File: config.mk
export PLATFORM = sky130hd
export DESIGN_NAME = conv_seq_ctrl_flat
export DESIGN_NICKNAME = d
export VERILOG_FILES = /design/src/rtl/conv_pkg.sv /design/src/rtl/conv_seq_ctrl_if.sv /design/src/rtl/conv_bounds.sv /design/src/rtl/conv_seq_ctrl.sv /design/src/flat_wrapper.sv
export SDC_FILE = /design/constraint.sdc
export NUM_CORES = 1
export LEC_CHECK = 0
export BUFFER_PORTS_ARGS = -buffer_cell sky130_fd_sc_hd__buf_2
export CAP_MARGIN = 20
export CORE_AREA = 2 2 83 85
export DETAILED_ROUTE_END_ITERATION = 7
export DIE_AREA = 0 0 85 87
export MAX_ROUTING_LAYER = met4
export PLACE_DENSITY_LB_ADDON = 0.08
export SKIP_LAST_GASP = 1
export SLEW_MARGIN = 40
export SYNTH_ARGS = -nofsm -noshare
export SYNTH_HDL_FRONTEND = slang
export SYNTH_SLANG_ARGS = --single-unit
File: constraint.sdc
create_clock -name clk -period 3.3 [get_ports clk]
set_input_delay 0.495 -clock clk [delete_from_list [all_inputs] [get_ports clk]]
set_output_delay 0.495 -clock clk [all_outputs]
set_load 0.01 [all_outputs]
File: src/rtl/conv_pkg.sv
`default_nettype none
// ============================================================================
//  Module  : conv_pkg
//  Brief   : Shared constants, one-hot state codes and helpers for the
//            1-D convolution sequencer.
//  Revision: 1.0  initial release
// ============================================================================
package conv_pkg;

  localparam int c_addr_w_def  = 5;
  localparam int c_zaddr_w_def = 6;

  localparam int c_st_w = 7;
  localparam logic [c_st_w-1:0] c_st_idle  = 7'b000_0001;
  localparam logic [c_st_w-1:0] c_st_init  = 7'b000_0010;
  localparam logic [c_st_w-1:0] c_st_setup = 7'b000_0100;
  localparam logic [c_st_w-1:0] c_st_read  = 7'b000_1000;
  localparam logic [c_st_w-1:0] c_st_drain = 7'b001_0000;
  localparam logic [c_st_w-1:0] c_st_write = 7'b010_0000;
  localparam logic [c_st_w-1:0] c_st_done  = 7'b100_0000;

  // Number of products contributing to one output sample.
  function automatic int unsigned term_count(input int unsigned j_lo, input int unsigned j_hi);
    return j_hi - j_lo + 32'd1;
  endfunction

endpackage
`default_nettype wire

File: src/rtl/conv_seq_ctrl_if.sv
`default_nettype none
// ============================================================================
//  Module  : conv_seq_ctrl_if
//  Brief   : Host/datapath-facing signal bundle of the convolution sequencer.
//  Revision: 1.0  initial release
// ============================================================================
interface conv_seq_ctrl_if
  import conv_pkg::*;
#(
  parameter int ADDR_W  = c_addr_w_def,
  parameter int ZADDR_W = c_zaddr_w_def
);

  logic               start_i;
  logic [ADDR_W:0]    size_x_i;
  logic [ADDR_W:0]    size_y_i;
  logic               busy_o;
  logic               done_o;
  logic               err_o;
  logic               rd_en_o;
  logic [ADDR_W-1:0]  x_addr_o;
  logic [ADDR_W-1:0]  y_addr_o;
  logic               mac_clr_o;
  logic               mac_en_o;
  logic               z_we_o;
  logic [ZADDR_W-1:0] z_addr_o;

  modport master (
    output start_i, size_x_i, size_y_i,
    input  busy_o, done_o, err_o, rd_en_o, x_addr_o, y_addr_o,
    input  mac_clr_o, mac_en_o, z_we_o, z_addr_o
  );

  modport slave (
    input  start_i, size_x_i, size_y_i,
    output busy_o, done_o, err_o, rd_en_o, x_addr_o, y_addr_o,
    output mac_clr_o, mac_en_o, z_we_o, z_addr_o
  );

endinterface
`default_nettype wire

File: src/rtl/conv_bounds.sv
`default_nettype none
// ============================================================================
//  Module  : conv_bounds
//  Brief   : Combinational j range for output index i:
//            j_lo = max(0, i-(Ny-1)), j_hi = min(i, Nx-1).
//  Revision: 1.0  initial release
// ============================================================================
module conv_bounds
  import conv_pkg::*;
#(
  parameter int ADDR_W  = c_addr_w_def,
  parameter int ZADDR_W = c_zaddr_w_def
) (
  input  wire logic [ZADDR_W-1:0] i,
  input  wire logic [ADDR_W:0]    nx,
  input  wire logic [ADDR_W:0]    ny,
  output logic      [ADDR_W-1:0]  j_lo,
  output logic      [ADDR_W-1:0]  j_hi
);

  localparam int c_w = ZADDR_W + 1;

  logic [c_w-1:0] w_i;
  logic [c_w-1:0] w_nx;
  logic [c_w-1:0] w_ny_m1;
  logic [c_w-1:0] w_lo;
  logic [c_w-1:0] w_hi;
  logic           w_unused_hi;

  assign w_i     = {1'b0, i};
  assign w_nx    = {{(c_w-ADDR_W-1){1'b0}}, nx};
  assign w_ny_m1 = {{(c_w-ADDR_W-1){1'b0}}, ny} - c_w'(1);

  assign w_lo = (w_i >= w_ny_m1) ? (w_i - w_ny_m1) : '0;
  assign w_hi = (w_i < w_nx) ? w_i : (w_nx - c_w'(1));

  // Both bounds are below Nx <= 2**ADDR_W for legal sizes, so upper bits are zero.
  assign j_lo        = w_lo[ADDR_W-1:0];
  assign j_hi        = w_hi[ADDR_W-1:0];
  assign w_unused_hi = ^{w_lo[c_w-1:ADDR_W], w_hi[c_w-1:ADDR_W]};

endmodule
`default_nettype wire

File: src/rtl/conv_seq_ctrl.sv
`default_nettype none
// ============================================================================
//  Module  : conv_seq_ctrl
//  Brief   : Sequencer for Z[i] = sum_j X[j]*Y[i-j]; drives X/Y reads, MAC
//            clear/enable and Z writes, and reports busy/done/err.
//  Revision: 1.0  initial release
// ============================================================================
module conv_seq_ctrl
  import conv_pkg::*;
#(
  parameter int ADDR_W  = c_addr_w_def,
  parameter int ZADDR_W = c_zaddr_w_def
) (
  input  wire logic       clk,
  input  wire logic       rstn,
  conv_seq_ctrl_if.slave  bus
);

  localparam int               c_w        = ZADDR_W + 1;
  localparam logic [ADDR_W:0]  c_max_size = {1'b1, {ADDR_W{1'b0}}};

  logic [c_st_w-1:0]  r_state;
  logic [c_st_w-1:0]  w_state_nxt;
  logic [ADDR_W:0]    r_nx;
  logic [ADDR_W:0]    r_ny;
  logic [ZADDR_W-1:0] r_i;
  logic [ADDR_W-1:0]  r_j;
  logic [ADDR_W-1:0]  r_j_hi;
  logic [ADDR_W-1:0]  r_y;
  logic               r_err;
  logic               r_busy, r_done, r_rd, r_clr, r_mac_en, r_we;
  logic               w_busy, w_done, w_rd, w_clr, w_we;
  logic [ADDR_W-1:0]  w_j_lo;
  logic [ADDR_W-1:0]  w_j_hi;
  logic [c_w-1:0]     w_nz_m1;
  logic [c_w-1:0]     w_y_lo;
  logic               w_bad;
  logic               w_last_i;
  logic               w_unused_y;

  conv_bounds #(
    .ADDR_W  (ADDR_W),
    .ZADDR_W (ZADDR_W)
  ) u_bounds (
    .i    (r_i),
    .nx   (r_nx),
    .ny   (r_ny),
    .j_lo (w_j_lo),
    .j_hi (w_j_hi)
  );

  assign w_bad      = (r_nx == '0) || (r_ny == '0) || (r_nx > c_max_size) || (r_ny > c_max_size);
  assign w_nz_m1    = {{(c_w-ADDR_W-1){1'b0}}, r_nx} + {{(c_w-ADDR_W-1){1'b0}}, r_ny} - c_w'(2);
  assign w_last_i   = ({1'b0, r_i} == w_nz_m1);
  assign w_y_lo     = {1'b0, r_i} - {{(c_w-ADDR_W){1'b0}}, w_j_lo};
  assign w_unused_y = ^w_y_lo[c_w-1:ADDR_W];

  always_ff @(posedge clk or negedge rstn) begin
    if (!rstn) r_state <= c_st_idle;
    else       r_state <= w_state_nxt;
  end

  // A bad size is first latched into err_o; DONE is taken from the flag on the
  // following cycle so err_o is already stable when done_o pulses.
  always_comb begin
    w_state_nxt = r_state;
    case (r_state)
      c_st_idle:  if (bus.start_i) w_state_nxt = c_st_init;
      c_st_init:  begin
        if (r_err)      w_state_nxt = c_st_done;
        else if (w_bad) w_state_nxt = c_st_init;
        else            w_state_nxt = c_st_setup;
      end
      c_st_setup: w_state_nxt = c_st_read;
      c_st_read:  if (r_j == r_j_hi) w_state_nxt = c_st_drain;
      c_st_drain: w_state_nxt = c_st_write;
      c_st_write: w_state_nxt = w_last_i ? c_st_done : c_st_setup;
      c_st_done:  w_state_nxt = c_st_idle;
      default:    w_state_nxt = c_st_idle;
    endcase
  end

  always_comb begin
    w_busy = 1'b0;
    w_done = 1'b0;
    w_rd   = 1'b0;
    w_clr  = 1'b0;
    w_we   = 1'b0;
    w_busy = (w_state_nxt != c_st_idle) && (w_state_nxt != c_st_done);
    w_done = (w_state_nxt == c_st_done);
    w_rd   = (w_state_nxt == c_st_read);
    w_clr  = (w_state_nxt == c_st_setup);
    w_we   = (w_state_nxt == c_st_write);
  end

  // Strobes are registered from the next state so they line up with the state they belong to.
  always_ff @(posedge clk or negedge rstn) begin
    if (!rstn) begin
      r_busy   <= 1'b0;
      r_done   <= 1'b0;
      r_rd     <= 1'b0;
      r_clr    <= 1'b0;
      r_mac_en <= 1'b0;
      r_we     <= 1'b0;
    end else begin
      r_busy   <= w_busy;
      r_done   <= w_done;
      r_rd     <= w_rd;
      r_clr    <= w_clr;
      r_mac_en <= r_rd;
      r_we     <= w_we;
    end
  end

  always_ff @(posedge clk or negedge rstn) begin
    if (!rstn) begin
      r_nx   <= '0;
      r_ny   <= '0;
      r_i    <= '0;
      r_j    <= '0;
      r_j_hi <= '0;
      r_y    <= '0;
      r_err  <= 1'b0;
    end else begin
      case (r_state)
        c_st_idle: begin
          if (bus.start_i) begin
            r_nx  <= bus.size_x_i;
            r_ny  <= bus.size_y_i;
            r_err <= 1'b0;
          end
        end
        c_st_init: begin
          r_i <= '0;
          if (!r_err && w_bad) r_err <= 1'b1;
        end
        c_st_setup: begin
          r_j    <= w_j_lo;
          r_j_hi <= w_j_hi;
          r_y    <= w_y_lo[ADDR_W-1:0];
        end
        c_st_read: begin
          if (r_j != r_j_hi) begin
            r_j <= r_j + ADDR_W'(1);
            r_y <= r_y - ADDR_W'(1);
          end
        end
        c_st_write: begin
          if (!w_last_i) r_i <= r_i + ZADDR_W'(1);
        end
        default: ;
      endcase
    end
  end

  assign bus.busy_o    = r_busy;
  assign bus.done_o    = r_done;
  assign bus.err_o     = r_err;
  assign bus.rd_en_o   = r_rd;
  assign bus.x_addr_o  = r_j;
  assign bus.y_addr_o  = r_y;
  assign bus.mac_clr_o = r_clr;
  assign bus.mac_en_o  = r_mac_en;
  assign bus.z_we_o    = r_we;
  assign bus.z_addr_o  = r_i;

endmodule
`default_nettype wire

File: src/flat_wrapper.sv
// flat-port wrapper written by rule: the top's interface ports become plain ports
module conv_seq_ctrl_flat import conv_pkg::*;
#(
  parameter int ADDR_W  = c_addr_w_def,
  parameter int ZADDR_W = c_zaddr_w_def
)
  (clk, rstn, bus_start_i, bus_size_x_i, bus_size_y_i, bus_busy_o, bus_done_o, bus_err_o, bus_rd_en_o, bus_x_addr_o, bus_y_addr_o, bus_mac_clr_o, bus_mac_en_o, bus_z_we_o, bus_z_addr_o);
  conv_seq_ctrl_if #(.ADDR_W(ADDR_W), .ZADDR_W(ZADDR_W)) bus_i ();
  input  wire logic clk;
  input  wire logic rstn;
  input wire logic [$bits(bus_i.start_i)-1:0] bus_start_i;
  input wire logic [$bits(bus_i.size_x_i)-1:0] bus_size_x_i;
  input wire logic [$bits(bus_i.size_y_i)-1:0] bus_size_y_i;
  output wire logic [$bits(bus_i.busy_o)-1:0] bus_busy_o;
  output wire logic [$bits(bus_i.done_o)-1:0] bus_done_o;
  output wire logic [$bits(bus_i.err_o)-1:0] bus_err_o;
  output wire logic [$bits(bus_i.rd_en_o)-1:0] bus_rd_en_o;
  output wire logic [$bits(bus_i.x_addr_o)-1:0] bus_x_addr_o;
  output wire logic [$bits(bus_i.y_addr_o)-1:0] bus_y_addr_o;
  output wire logic [$bits(bus_i.mac_clr_o)-1:0] bus_mac_clr_o;
  output wire logic [$bits(bus_i.mac_en_o)-1:0] bus_mac_en_o;
  output wire logic [$bits(bus_i.z_we_o)-1:0] bus_z_we_o;
  output wire logic [$bits(bus_i.z_addr_o)-1:0] bus_z_addr_o;
  assign bus_i.start_i = bus_start_i;
  assign bus_i.size_x_i = bus_size_x_i;
  assign bus_i.size_y_i = bus_size_y_i;
  assign bus_busy_o = bus_i.busy_o;
  assign bus_done_o = bus_i.done_o;
  assign bus_err_o = bus_i.err_o;
  assign bus_rd_en_o = bus_i.rd_en_o;
  assign bus_x_addr_o = bus_i.x_addr_o;
  assign bus_y_addr_o = bus_i.y_addr_o;
  assign bus_mac_clr_o = bus_i.mac_clr_o;
  assign bus_mac_en_o = bus_i.mac_en_o;
  assign bus_z_we_o = bus_i.z_we_o;
  assign bus_z_addr_o = bus_i.z_addr_o;
  conv_seq_ctrl #(.ADDR_W(ADDR_W), .ZADDR_W(ZADDR_W)) u_core (.clk(clk), .rstn(rstn), .bus(bus_i));
endmodule
# After elaboration in Yosys (flattened, before gate mapping)
# Cells that the tools add are included.
dict set report word_totals {
  output_inout_bits 23
  register_bits 47
}
dict set report classes {
  eq_ne 19
  addsub 9
  n_reduce_logical 15
  magnitude_cmp 4
  muxes 17
}
# operator n
set ops {}
lappend ops {{$pmux 7 s6} 1}
lappend ops {{$mux 7} 4}
lappend ops {{$mux 5} 4}
lappend ops {{$pmux 5 s2} 2}
lappend ops {{$eq 7x3->1 const B} 2}
lappend ops {{$eq 7x4->1 const B} 2}
lappend ops {{$eq 7x6->1 const B} 2}
lappend ops {{$gt 6x6->1 const B} 2}
lappend ops {{$logic_not 6->1} 2}
lappend ops {{$pmux 6 s2} 1}
lappend ops {{$sub 5x1->5 const B} 2}
lappend ops {{$sub 5x5->5} 2}
lappend ops {{$add 6x6->7} 1}
lappend ops {{$eq 6x7->1} 1}
lappend ops {{$eq 7x1->1 const B} 1}
lappend ops {{$eq 7x2->1 const B} 1}
lappend ops {{$eq 7x5->1 const B} 1}
lappend ops {{$eq 7x7->1 const B} 1}
lappend ops {{$ge 6x7->1} 1}
lappend ops {{$ne 7x1->1 const B} 1}
lappend ops {{$ne 7x7->1 const B} 1}
lappend ops {{$sub 6x1->7 const B} 1}
lappend ops {{$sub 7x2->7 const B} 1}
lappend ops {{$add 6x1->6 const B} 1}
lappend ops {{other kinds (16)} 26}

# Depth between registers and ports, before layout
dict set report depth {
  word_depth 9
  depth_mapped 17
}

# By module
# A second synthesis with hierarchy kept.
dict set report hier_totals {
  hier_cells 364
  hier_area_um2 3472.1
}
# module n_inst cells_per_inst area_per_inst_um2
set by_module_without_submodules {}
lappend by_module_without_submodules {conv_seq_ctrl 1 289 2895.3}
lappend by_module_without_submodules {conv_bounds 1 75 576.8}

# Least setup slack after synthesis
# Ideal clock, no wire load.
dict set report synth_path {
  path_kind {register -> register}
  start {reg u_core.r_ny[0]}
  end {reg u_core.r_y[4] (netlist: u_core.bus.y_addr_o[4])}
  setup_time_ns 0.130
  t_arrival_ns 3.085
  stages_incl_launch_ff 16
  period_less_slack_ns 3.214
  required_ns 3.170
  slack_ns 0.086
  cell_sequence {dfrtp_1 > inv_1 > ha_1 > xnor2_1 > ha_1 > o21a_1 > o31a_1 > o211ai_1 > a21o_1 > or2_2 > fa_1 > a21o_1 > a21oi_1 > xor2_1 > xnor2_1 > a21oi_1}
}
dict set report synth_via {
  elab_chain_cells 5
  elab_cells_between_ends 6
}
# element line_no
set synth_rtl {}
lappend synth_rtl {{start, declared} conv_seq_ctrl.sv:25} ;# logic [ADDR_W:0] r_ny;
lappend synth_rtl {{start signal, assigned} conv_seq_ctrl.sv:129} ;# r_ny <= bus.size_y_i;
lappend synth_rtl {{$sub 6x1->7 (*)} conv_bounds.sv:32} ;# assign w_ny_m1 = {{(c_w-ADDR_W-1){1'b0}}, ny} - c_w'(1);
lappend synth_rtl {{$ge 6x7->1 / $sub 5x5->5 (equally long branches)} conv_bounds.sv:34} ;# assign w_lo = (w_i >= w_ny_m1) ? (w_i - w_ny_m1) : '0;
lappend synth_rtl {{$mux 5 (*)} conv_bounds.sv:34}
lappend synth_rtl {{$sub 5x5->5 (*)} conv_seq_ctrl.sv:55} ;# assign w_y_lo = {1'b0, r_i} - {{(c_w-ADDR_W){1'b0}}, w_j_lo};
lappend synth_rtl {{$pmux 5 s2 (*)} conv_seq_ctrl.sv:125} ;# case (r_state)
lappend synth_rtl {{end signal, assigned} conv_seq_ctrl.sv:140} ;# r_y <= w_y_lo[ADDR_W-1:0];
lappend synth_rtl {{end signal, assigned} conv_seq_ctrl.sv:145} ;# r_y <= r_y - ADDR_W'(1);
lappend synth_rtl {{end, declared} conv_seq_ctrl.sv:29} ;# logic [ADDR_W-1:0] r_y;
# Mark *: on every way between the ends. The rest lies on a longest branch, timed or not.
# A chain may end at the register's enable or synchronous reset.

# Worst setup path in the final report
dict set report layout_path {
  start {reg u_core.r_ny[1]}
  end {reg u_core.r_y[4] (netlist: u_core.bus.y_addr_o[4])}
}
# The elaborated chain is that of the path after synthesis.

==> out/qor.yml <==
critical_path:
  critical-path-top-delay-family: "compound AO/OA/AOI/OAI gates"
  path_class: "reg2reg"
  critPathArrivalTime_ns: 3.51
  crit_fanout: 4
  startpoint_type: "flip-flop"
  worstSetupEndpointType: "flip-flop"
  worstPathRequired_ns: 3.49
  cp_num_buf_inv: 2
  worst_path_max_delay_cell: "dfrtp_1"
  crit_chain: "inv_2 > ha_4 > xnor2_1 > ha_1 > o21a_1 > o31a_1 > o211ai_1 > a21o_1 > nor2_2 > ha_2 > inv_1 > fa_2 > a21o_1 > a21oi_2 > xor2_1 > xnor2_1 > a21oi_1"
  max_stage_delay_ns: 0.43
global_routing:
  grt_max_degree: 48
  use_met2_pct: 39.9
  grtUsageMet1_pct: 29.1
  overflow: 0
  grt_pass1_vias: 2836
  track_usage_pct: 23.4
  grt_pass1_wl_um: 13400
  top_usage_layer: "met2"
  grt.met3_usage_pct: 3.79
  antenna_found_initial: 0
clocking:
  path_clk_slew_ns: 0.09
  clk-insertion-delay-late_ns: 0.30
  clockBufferDepth: 2
  h-tree-depth: 2
  cts_tree: "built"
  cts_root_buf: "clkbuf_8"
  clkSinkCount: 47
  ctsHoldBuffers: 0
  cts_inserted_buffers: 5
drt:
  drtIter0Drc: 167
  drt_pass1_iterations: 4
  ant_nets: 0
  routedWlPerCell_um: 16.0
  num_vias: 2939
  routed_wl_um: 8160
  viasPerCell: 5.76
  drc: 0
synth:
  syn_avg_cell_area_um2: 9.22
  yosys_warnings: 0
  synth_cells: 372
  synthTopCellsByArea: "dfrtp_1 34%, ha_1 12%, inv_1 4.2%"
  synth-seq-cells: 47
  synth_ff_type: "dfrtp_1"
  yosysMostFrequentCell: "dfrtp_1"
  synth.distinct_cells: 64
  yosysTopAreaCell: "dfrtp_1"
  synth-seq-area-share_pct: 34.3
  syn-num-nets: 422
  synth_top_area_share_pct: 33.6
  syn_area_um2: 3430
  synth-edff-count: 0
  ys_top_cells_by_count: "46 x dfrtp_1, 38 x inv_1, 32 x ha_1"
  async_flop_share_pct: 100
floorplan:
  die_w_um: 85
  start_util_pct: 52.2
  die-area_um2: 7400
  ios: 38
  num_rows: 30
  die_y_um: 87
  core_area_um2: 6570
hold_path:
  hold_path.class: "in2async"
place:
  hpwl_um: 6080
  portBuffers: 37
  place.gp.congestion: 0.854
  placed_cells: 495
  dp_slack_ns: -0.107
  post_dp_cell_area_um2: 3790
timing:
  skew_ns: 0.0124
  min_period_ns: 3.33
  fmax_mhz: 301
  maxSlewViolCount: 0
  tns_ns: -0.0258
  worst_slew_pin_slew_ns: 0.682
  setup_slack_ns: -0.0258
  rsz0062_at_grt: "true"
  finalCritPeriodShare_pct: 101
  whs_ns: 0.195
  slew_headroom_pct: 54.4
  finalHoldViolCount: 0
  setup_viol: 1
final_layout:
  multi_input_area_um2: 2180
  fillers: 566
  diodes: 0
  final_core_util_pct: 62.5
  area_growth_pct: 19.7
  stdcell_count: 510
  nets: 479
  design_area_um2: 4100
  drive_gt1_share_pct: 25.6
  seq_area_um2: 1180
power:
  peakVddDrop_mv: 0.761
  power.total_mw: 3.68
  p_leak_nw: 1.97
  p_per_area_nw_per_um2: 897
outcome:
  outcome: "finished with violations"
  violations: "negative setup slack"
job:
  max_cap_violations: 0
==> cells in the final DEF, fill, tap and decap left out, types with 3 or more instances in the layout <==
master	count
o211ai_1	6
inv_1	37
buf_4	23
a21o_1	5
nor4_1	4
mux2i_1	5
nor2b_1	5
a31oi_1	3
a21oi_1	23
xor2_1	10
o21ai_0	18
xnor2_1	13
nand3_1	12
nand3b_1	3
nor3_1	7
ha_4	3
nand2b_1	6
ha_1	27
buf_2	37
and2_1	3
mux2_2	12
nor2_1	17
clkbuf_8	5
nand2_1	24
or2_2	3
dfrtp_1	46
==> registers in the layout, indices dropped and copies added (netlist names) <==
register	cells
u_core.bus.err_o	1
u_core.bus.z_we_o	1
u_core.r_j_hi	5
u_core.bus.z_addr_o	6
u_core.bus.y_addr_o	5
u_core.bus.mac_en_o	1
u_core.bus.rd_en_o	1
u_core.bus.mac_clr_o	1
u_core.bus.busy_o	1
u_core.bus.done_o	1
u_core.r_nx	6
u_core.r_state	7
u_core.bus.x_addr_o	5
u_core.r_ny	6
==> worst paths after layout <==
| path | depth (start not counted) | slack, ns | startpoint | to |
|---|---|---|---|---|
| worst max-delay path | 17 | -0.03 | u_core.r_ny[1] | u_core.bus.y_addr_o[4] |
| min in group clk | 0 | 0.38 | u_core.bus.rd_en_o | u_core.bus.mac_en_o |
| max in group asynchronous | 1 | 2.69 | rstn | u_core.r_ny[2] |
| worst min-delay path | 1 | 0.19 | rstn | u_core.r_state[1] |
| worst min register to register | 0 | 0.38 | u_core.bus.rd_en_o | u_core.bus.mac_en_o |
| worst max register to register | 17 | -0.03 | u_core.r_ny[1] | u_core.bus.y_addr_o[4] |
==> area by class of cell <==
type	count	area share, %
Inverter	39	3.57
Tap cell	80	2.44
Sequential cell	47	28.7
Timing Repair Buffer	61	9.00
Multi-Input combinational cell	275	53.1
Clock buffer	6	1.77
Clock inverter	2	1.46
==> layer usage <==
| layer | part of all wire [%] | wire length, um | vias up |
|---|---|---|---|
| met5 | 0 | 0 | - |
| met4 | 1.8 | 147 | 0 |
| met3 | 3.5 | 285 | 13 |
| met2 | 50 | 4090 | 65 |
| met1 | 45 | 3640 | 1425 |
| li1 | - | - | 1436 |
==> power breakdown <==
part / switching, mW / internal (mW)
combinational: 1.21 / 1.09
sequential: 0.164 / 0.711
clock: 0.200 / 0.303
total: 1.58 / 2.10
==> timing repair <==
item | 4_1_cts | 5_1_grt
pin swaps | 2 | 21
gates cloned | 0 | 1
resized for setup | 5 | 23
setup endpoints to repair | 1 | 9
buffers inserted | 0 | 6
==> kinds of logic (layout without fill, tap and decap cells) <==
group / Yosys count / count (layout) / share of synthesized area [%]
compound gates: 87 / 87 / 16.8
mux: 17 / 17 / 5.40
fa+ha+maj: 35 / 35 / 13.4
simple gates: 111 / 111 / 17.7
flops: 47 / 47 / 34.3
buf+inv: 50 / 108 / 5.95
xor+xnor: 25 / 25 / 6.39
(Power assumes the default switching activity.)
